$ cat config.mk
export PLATFORM = sky130hd
export DESIGN_NAME = reaction_ctrl
export DESIGN_NICKNAME = d
export VERILOG_FILES = /design/src/rtl/reaction_ctrl.sv
export SDC_FILE = /design/constraint.sdc
export NUM_CORES = 1
export LEC_CHECK = 0
export ABC_AREA = 1
export BUFFER_PORTS_ARGS = -buffer_cell sky130_fd_sc_hd__buf_2
export CAP_MARGIN = 30
export CELL_PAD_IN_SITES_DETAIL_PLACEMENT = 1
export CELL_PAD_IN_SITES_GLOBAL_PLACEMENT = 2
export CORE_AREA = 8 8 81 101
export CTS_BUF_LIST = sky130_fd_sc_hd__clkbuf_8
export DETAILED_ROUTE_END_ITERATION = 10
export DIE_AREA = 0 0 89 109
export PLACE_DENSITY = 0.91
export SYNTH_ARGS = -nofsm -noshare
export SYNTH_HDL_FRONTEND = slang
export SYNTH_SLANG_ARGS = --single-unit
export TNS_END_PERCENT = 10
$ cat constraint.sdc
create_clock -name clk -period 2.98 [get_ports clk]
set_input_delay 0.447 -clock clk [delete_from_list [all_inputs] [get_ports clk]]
set_output_delay 0.447 -clock clk [all_outputs]
set_load 0.01 [all_outputs]
$ cat src/rtl/reaction_ctrl.sv
// Reaction-timer controller: start-light countdown, random hold-off, timing window
// and false-start detection, with pulses that gate a downstream reaction counter.
module reaction_ctrl (
    input  logic       clk,
    input  logic       rst_n,
    input  logic       tick,
    input  logic       trigger,
    input  logic       stop,
    output logic [9:0] ledr,
    output logic       start_counting,
    output logic       end_counting,
    output logic       false_start
);

    typedef enum logic [2:0] {
        S_IDLE,
        S_LIGHTS,
        S_DELAY,
        S_TIMING,
        S_FAULT
    } state_t;

    state_t      r_state;
    logic        r_trig_d;
    logic        r_stop_d;
    logic [8:0]  r_step;
    logic [10:0] r_dly;
    logic [6:0]  r_lfsr;

    logic w_trig_edge;
    logic w_stop_edge;

    assign w_trig_edge = trigger & ~r_trig_d;
    assign w_stop_edge = stop & ~r_stop_d;

    always_ff @(posedge clk) begin
        if (!rst_n) begin
            r_state        <= S_IDLE;
            // Held-high buttons must not look like a fresh press after reset.
            r_trig_d       <= 1'b1;
            r_stop_d       <= 1'b1;
            r_step         <= 9'd0;
            r_dly          <= 11'd0;
            r_lfsr         <= 7'h01;
            ledr           <= 10'h000;
            start_counting <= 1'b0;
            end_counting   <= 1'b0;
            false_start    <= 1'b0;
        end else begin
            r_trig_d       <= trigger;
            r_stop_d       <= stop;
            r_lfsr         <= {r_lfsr[5:0], r_lfsr[6] ^ r_lfsr[5]};
            start_counting <= 1'b0;
            end_counting   <= 1'b0;

            case (r_state)
                S_IDLE: begin
                    if (w_trig_edge) begin
                        r_state <= S_LIGHTS;
                        ledr    <= 10'h000;
                        r_step  <= 9'd0;
                    end
                end
                S_LIGHTS: begin
                    if (w_stop_edge) begin
                        r_state     <= S_FAULT;
                        false_start <= 1'b1;
                        ledr        <= 10'h3FF;
                    end else if (tick) begin
                        if (r_step == 9'd499) begin
                            r_step <= 9'd0;
                            ledr   <= {ledr[8:0], 1'b1};
                            // This shift lights the last lamp; arm the random hold-off.
                            if (ledr[8:0] == 9'h1FF) begin
                                r_state <= S_DELAY;
                                r_dly   <= {r_lfsr, 4'b0000};
                            end
                        end else begin
                            r_step <= r_step + 9'd1;
                        end
                    end
                end
                S_DELAY: begin
                    // Stop is tested first so a press on the final tick still faults.
                    if (w_stop_edge) begin
                        r_state     <= S_FAULT;
                        false_start <= 1'b1;
                        ledr        <= 10'h3FF;
                    end else if (tick) begin
                        if (r_dly == 11'd1) begin
                            r_state        <= S_TIMING;
                            ledr           <= 10'h000;
                            start_counting <= 1'b1;
                        end
                        r_dly <= r_dly - 11'd1;
                    end
                end
                S_TIMING: begin
                    if (w_stop_edge) begin
                        r_state      <= S_IDLE;
                        end_counting <= 1'b1;
                    end
                end
                S_FAULT: begin
                    if (w_trig_edge) begin
                        r_state     <= S_IDLE;
                        false_start <= 1'b0;
                        ledr        <= 10'h000;
                    end
                end
                default: r_state <= S_IDLE;
            endcase
        end
    end

endmodule

==> flow_metrics.py, run 1 <==
metrics = {
    "status": {
        "outcome": "complete, no violations",
    },
    "floorplanning": {
        "dieArea_um2": 9701,
        "core-area_um2": 6721,
        "initial_core_util": 0.3555,
        "io_pins": 18,
        "dieHeight_um": 109,
        "die_w_um": 89,
        "fp-row-count": 34,
    },
    "synthesis": {
        "ys_seq_area_frac": 0.3770,
        "synthCells": 362,
        "yosysWarnings": 0,
        "synth_edf_count": 0,
        "synth_cell_types": 30,
        "synth-seq-cells": 45,
        "yosysMostFrequentCell": "nand2_1",
        "async_flop_share": 0,
        "synth_top_area_cell": "dfxtp_1",
        "synth_flop_cell": "dfxtp_1",
        "syn_nets": 370,
        "netlist.area_leader.share": 0.3770,
        "avgSynthCellArea_um2": 6.602,
        "synth_common_cells": "92 x nand2_1, 55 x nor2_1, 45 x dfxtp_1",
        "synth_top_cells_by_area": "dfxtp_1 38%, nand2_1 14%, nor2_1 8.6%",
        "syn_area_um2": 2390,
    },
    "pwr": {
        "power.share.combinational": 0.418,
        "power_switching_share": 0.4222,
        "ir_drop_mv": 0.2868,
        "clockPowerShare": 0.229,
        "p_leak_nw": 1.158,
        "switchingPower_mw": 0.8901,
        "power_frac_seq": 0.353,
        "power_density_nw_per_um2": 792.5,
        "p_int_mw": 1.218,
    },
    "setup_path": {
        "cpMaxStageDelayCell": "dfxtp_1",
        "start_kind": "register",
        "critPathArrivalTime_ps": 2100,
        "path_cells": "nor2_1 -> nand2_2 -> inv_1 -> nand2_1 -> o21ai_0 -> nand3_1 -> a21oi_1",
        "crit_path_end_kind": "register",
        "reg2reg_to": "ledr[9]$_SDFFE_PN0P_",
        "critical_path_class": "register to register",
        "crit_path_start": "r_state[0]$_SDFFE_PN0P_",
        "critPathMaxFanout": 15,
        "reg2reg_depth": 7,
        "max_stage_delay_ps": 370,
        "crit_required_ps": 3200,
        "r2r_slack_ps": 1100,
        "critPathBufInv": 1,
        "regToRegStartpoint": "r_state[0]$_SDFFE_PN0P_",
        "crit_family": "simple AND/OR/NAND/NOR gates",
    },
    "clock_tree": {
        "numCtsBuffers": 5,
        "ctsResizeCount": 0,
        "cts_setup_buffers": 0,
        "root_buffer": "clkbuf_8",
        "clkTransAtPathRegs_ps": 90,
        "cts_tree": "done",
        "h-tree-depth": 2,
        "clock-sinks": 45,
        "insertion_delay_ps": 290,
        "cts.path.max_buffers": 2,
        "cts-hold-fix-buffers": 0,
    },
    "grt": {
        "grt_max_degree": 22,
        "grt_pass1_vias": 2320,
        "grt_pass1_wl_um": 10800,
        "grt-ovfl-total": 0,
        "top_usage_layer": "met2",
        "grt_use_met2": 0.2501,
        "track_usage": 0.1400,
        "antenna_found_initial": 0,
        "grt_use_met1": 0.1681,
        "grt_use_met3": 0.02187,
    },
    "final_layout": {
        "n_antenna_cell": 0,
        "area.growth.synth_to_final_pct": 11.31,
        "num-fill-cells": 929,
        "fin_nets": 386,
        "final_cell_count_no_fill": 469,
        "drive_gt1_frac": 0.1240,
    },
    "placement": {
        "portBuffers": 17,
        "dp_hpwl_um": 4763,
        "gp_congestion": 0.8024,
        "placed_cells": 461,
    },
    "sta": {
        "period_needed_ps": 1882,
        "finalCritPeriodShare": 0.6317,
        "relSlewSlack": 0.4864,
        "skew_ps": 5.328,
        "rsz0062_at_grt": "false",
        "hold_viol_final": 0,
        "worst_pin_slew_ps": 769.5,
        "fmax_ghz": 0.5312,
        "finalSetupTns_ps": 0,
        "finalMaxSlewViolations": 0,
        "setup_viol": 0,
    },
    "job": {
        "max_cap_violations": 0,
    },
    "drt": {
        "num_vias": 2308,
        "wl_um": 6310,
        "dr.pass1.iters": 4,
        "drc": 0,
        "antenna_left": 0,
        "drt_iter0_drc": 93,
        "via_per_inst": 4.921,
        "post_drt_wl_per_cell_um": 13.45,
    },
    "min_path": {
        "min_path_type": "primary input to register",
        "hold_end": "r_trig_d$_SDFF_PN1_",
        "hold_path_startpoint": "trigger",
        "min_delay_path_depth": 3,
    },
}
## routing by layer
layer,part of all wire,vias up
li1,-,1180
met1,0.46,1100
met2,0.52,24
met3,0.021,4
met4,0.0067,0
met5,0,-
## per-stage QoR
| stage | power (mW) | worst slack, ps | hold slack (ps) | instance area, um2 | util |
|---|---|---|---|---|---|
| after floorplan | 1.448 | 1525 | 404.0 | 2390 | - |
| after global placement | 1.611 | 1086 | 410.8 | 2544 | 0.3784 |
| after detailed placement | 1.648 | 995.9 | 427.4 | 2544 | 0.3784 |
| after CTS | 2.134 | 1051 | 330.4 | 2660 | 0.3958 |
| after global routing | 2.286 | 868.1 | 332.3 | 2660 | 0.3958 |
| final | 2.108 | 1098 | 332.6 | 2660 | 0.3958 |
## final cells by class
class,instances,area (um2),area share
well taps,90,112.6,0.04233
clock buffers,6,82.58,0.03104
inverters,39,146.4,0.05503
multi-input cells,268,1284,0.4826
clock inverters,2,33.78,0.01270
repair buffers,19,100.1,0.03763
flip-flops and latches,45,900.9,0.3387
## kinds of logic (layout without fill, tap and decap cells)
group	count (synthesis)	after routing	share of synthesized area
AOI/OAI and AO/OA	49	49	0.1094
xor gates and xnor gates	7	7	0.02565
adders and majority gates	3	3	0.01571
buffers and inverters	49	66	0.08587
DFF	45	45	0.3770
and+or+nand+nor	209	209	0.3864
## sequential cells by signal (all words and copies together), names as in the netlist
register,cells
ledr,10
r_stop_d,1
r_trig_d,1
r_state,3
false_start,1
r_step,9
end_counting,1
r_dly,11
r_lfsr,7
start_counting,1
## power by group through the flow
stage	Combinational, mW	Sequential, mW	Clock, mW
after floorplan	0.701	0.747	0
after global placement	0.855	0.756	0
after detailed placement	0.890	0.758	0
after CTS	0.894	0.744	0.496
after global routing	1.01	0.757	0.519
final	0.881	0.744	0.483
## worst max-delay path by stage
| stage | cells past startpoint | end |
|---|---|---|
| 4_1_cts | 7 | ledr[2]$_SDFFE_PN0P_ |
| 2_1_floorplan | 10 | r_step[1]$_SDFFE_PN0P_ |
| 3_3_place_gp | 10 | r_step[8]$_SDFFE_PN0P_ |
| 6_report | 7 | ledr[9]$_SDFFE_PN0P_ |
| 5_1_grt | 7 | ledr[6]$_SDFFE_PN0P_ |
| 3_5_place_dp | 11 | ledr[5]$_SDFFE_PN0P_ |
## worst reg2reg max path, stage by stage (launching register included)
cell and delay [ps]:
dfxtp_1 370, nor2_1 140, nand2_2 210, inv_1 370, nand2_1 280, o21ai_0 150, nand3_1 120, a21oi_1 160
## cells in the final DEF, fill, tap and decap left out
cell | synthesis | routed
nand2_1 | 92 | 92
nor2_1 | 55 | 55
dfxtp_1 | 45 | 45
inv_1 | 39 | 40
nand3_1 | 29 | 29
a21oi_1 | 24 | 24
o21ai_0 | 18 | 18
buf_2 | 2 | 17
nand2_2 | 8 | 8
nor2_2 | 6 | 6
clkbuf_8 | 0 | 6
nand4_1 | 5 | 5
xnor2_1 | 5 | 5
nor3_1 | 4 | 4
nor2_4 | 3 | 3
ha_1 | 3 | 3
nand3_2 | 2 | 2
o21bai_1 | 2 | 2
xor2_1 | 2 | 2
nand3b_1 | 2 | 2
buf_4 | 1 | 2
o21ai_1 | 1 | 1
a31oi_1 | 1 | 1
o21ai_2 | 1 | 1
nor4_1 | 1 | 1
a211oi_1 | 1 | 1
and2_1 | 1 | 1
a31o_2 | 1 | 1
or2_0 | 1 | 1
bufinv_16 | 0 | 1
Note: power is estimated with default switching activity, not from simulation.
==> run 2: changes to the inputs <==
--- a/config.mk
+++ b/config.mk
@@ -10,11 +10,11 @@
 export CAP_MARGIN = 30
 export CELL_PAD_IN_SITES_DETAIL_PLACEMENT = 1
 export CELL_PAD_IN_SITES_GLOBAL_PLACEMENT = 2
-export CORE_AREA = 8 8 81 101
+export CORE_AREA = 8 8 84 105
 export CTS_BUF_LIST = sky130_fd_sc_hd__clkbuf_8
 export DETAILED_ROUTE_END_ITERATION = 10
-export DIE_AREA = 0 0 89 109
-export PLACE_DENSITY = 0.91
+export DIE_AREA = 0 0 92 113
+export PLACE_DENSITY = 0.85
 export SYNTH_ARGS = -nofsm -noshare
 export SYNTH_HDL_FRONTEND = slang
 export SYNTH_SLANG_ARGS = --single-unit
==> constraint.sdc (replaced) <==
create_clock -name clk -period 1.8 [get_ports clk]
set_input_delay 0.27 -clock clk [delete_from_list [all_inputs] [get_ports clk]]
set_output_delay 0.27 -clock clk [all_outputs]
set_load 0.01 [all_outputs]
==> run 2 against run 1 <==
Against the previous run:
- flip-flop and latch count did not move
- combinational power rose by 75%
- hold slack got worse by 180 ps
- sequential share of layout area fell by 1.1 points
- core utilization fell by 1.3 points
- critical path depth rose by 4
- non-clock buffer count rose by 9
- sequential power rose by 65%
- count of clock-buffer cells in the layout did not move
- clock power rose by 65%
- critical path type unchanged
- highest routed layer unchanged
==> flow_metrics.py, run 2 (same netlist as run 1, synthesis figures left out) <==
metrics = {
    "status": {
        "outcome": "complete, no violations",
    },
    "final_layout": {
        "num-fill-cells": 971,
        "ff_latch_area_um2": 900.9,
        "drive_gt1_frac": 0.1517,
        "n_antenna_cell": 0,
        "final_common_cell": "nand2_1",
        "area.growth.synth_to_final_pct": 14.92,
        "reg.largest.list": "r_dly (11), ledr (10), r_step (9)",
        "largest_reg_flops": 11,
        "multiInputGateArea_um2": 1300,
        "fin_nets": 396,
        "top_register": "r_dly",
        "mostFrequentLayoutCells": "92 x nand2_1, 54 x nor2_1, 45 x dfxtp_1",
        "final_cell_count_no_fill": 481,
        "final_util": 0.3824,
    },
    "setup_path": {
        "critPathBufInv": 2,
        "critical_path_class": "register to register",
        "crit_family": "simple AND/OR/NAND/NOR gates",
        "max_stage_delay_ps": 380,
        "critPathMaxFanout": 5,
        "cpMaxStageDelayCell": "dfxtp_1",
        "crit_required_ps": 2040,
        "start_kind": "register",
        "crit_path_frequent_cell": "nand2_1",
        "critPathArrivalTime_ps": 1870,
        "path_cells": "ha_2 -> nand2_1 -> inv_1 -> nand3_1 -> nand2_1 -> nand2_2 -> nor2_2 -> nand2_2 -> nand2_1 -> inv_1 -> nor2_2",
        "crit_path_end_kind": "register",
    },
    "sta": {
        "relSlewSlack": 0.6991,
        "hold_viol_final": 0,
        "period_needed_ps": 1633,
        "finalCritPeriodShare": 0.9075,
        "rsz0062_at_grt": "false",
        "finalSetupTns_ps": 0,
        "fmax_ghz": 0.6122,
        "worst_pin_slew_ps": 446.6,
        "finalMaxSlewViolations": 0,
        "skew_ps": 4.886,
        "setup_viol": 0,
    },
    "drt": {
        "drc": 0,
        "wl_um": 6346,
        "post_drt_wl_per_cell_um": 13.19,
        "antenna_left": 0,
        "via_per_inst": 4.819,
        "dr.pass1.iters": 4,
        "num_vias": 2318,
        "drt_iter0_drc": 73,
    },
    "floorplanning": {
        "initial_core_util": 0.3328,
        "dieArea_um2": 10400,
        "io_pins": 18,
        "dieHeight_um": 113,
        "die_w_um": 92,
        "fp-row-count": 35,
        "core-area_um2": 7182,
    },
    "clock_tree": {
        "root_buffer": "clkbuf_8",
        "numCtsBuffers": 5,
        "clock-sinks": 45,
        "clkTransAtPathRegs_ps": 90,
        "insertion_delay_ps": 290,
        "h-tree-depth": 2,
        "cts.path.max_buffers": 2,
        "cts_tree": "done",
    },
    "placement": {
        "gp_congestion": 0.7743,
        "portBuffers": 17,
        "placed_cells": 472,
        "dp_hpwl_um": 4860,
    },
    "grt": {
        "antenna_found_initial": 0,
        "track_usage": 0.1268,
        "grt_max_degree": 19,
        "grt_pass1_wl_um": 10990,
        "grt_pass1_vias": 2414,
        "grt-ovfl-total": 0,
    },
    "min_path": {
        "min_path_type": "primary input to register",
    },
    "job": {
        "max_cap_violations": 0,
    },
    "pwr": {
        "p_leak_nw": 1.205,
        "power_density_nw_per_um2": 1298,
        "ir_drop_mv": 0.6043,
    },
}
-- run 2: cell types whose count changed in the layout (fill, tap and decap cells not counted) --
cell     delta
ha_1        -1
nor2_1      -1
nand2_4     +1
buf_4       +9
nand2_2     -1
ha_2        +1
nor2_2      +2
-- run 2: metrics by stage --
stage	setup slack [ps]	total power [mW]	area, um2	hold WS, ps
4_1_cts	87.02	3.587	2730	154.2
5_1_grt	19.97	3.881	2746	165.2
6_report	166.5	3.565	2746	156.9
3_5_place_dp	120.9	2.775	2614	424.9
3_3_place_gp	154.1	2.739	2614	418.5
2_1_floorplan	422.7	2.398	2390	366.4
-- run 2: worst reg2reg max path: stages (launching register included) --
cell	delay, ps
dfxtp_1	380
ha_2	230
nand2_1	60
inv_1	50
nand3_1	100
nand2_1	140
nand2_2	130
nor2_2	270
nand2_2	60
nand2_1	60
inv_1	40
nor2_2	60
-- run 2: what timing repair did --
action,4_1_cts,5_1_grt
setup endpoints to repair,0,11
gates resized for setup,0,3
hold buffers,0,0
setup buffers,0,0
-- run 2: area by class of cell --
| class | instances | area share |
|---|---|---|
| Clock buffer | 6 | 0.03007 |
| Clock inverter | 2 | 0.01230 |
| Inverter | 39 | 0.05330 |
| Multi-Input combinational cell | 269 | 0.4734 |
| Sequential cell | 45 | 0.3280 |
| Tap cell | 92 | 0.04191 |
| Timing Repair Buffer | 28 | 0.06105 |
-- run 2: path summary, 6_finish.rpt --
kind | start | to | slack, ps | depth (start not counted)
worst max-delay path | r_step[0]$_SDFFE_PN0P_ | r_dly[6]$_SDFFE_PN0P_ | 170 | 11
worst min-delay path | trigger | r_trig_d$_SDFF_PN1_ | 160 | 3
worst max register to register | r_step[0]$_SDFFE_PN0P_ | r_dly[6]$_SDFFE_PN0P_ | 170 | 11
worst min register to register | r_lfsr[4]$_SDFF_PN0_ | r_lfsr[5]$_SDFF_PN0_ | 430 | 2
-- run 2: routing by layer --
metal	global-route usage	up-vias	routed length (um)
li1	-	1199	-
met1	0.1369	1088	2799
met2	0.2419	26	3320
met3	0.02450	5	160
met4	0.03233	0	66
met5	0	-	0
-- run 2: report_power, final --
group          leakage, nW  internal [mW]  total [mW]  switching [mW]
logic                0.777          0.514        1.54            1.03
clock network       0.0626          0.448       0.795           0.347
registers            0.365           1.11        1.23           0.119
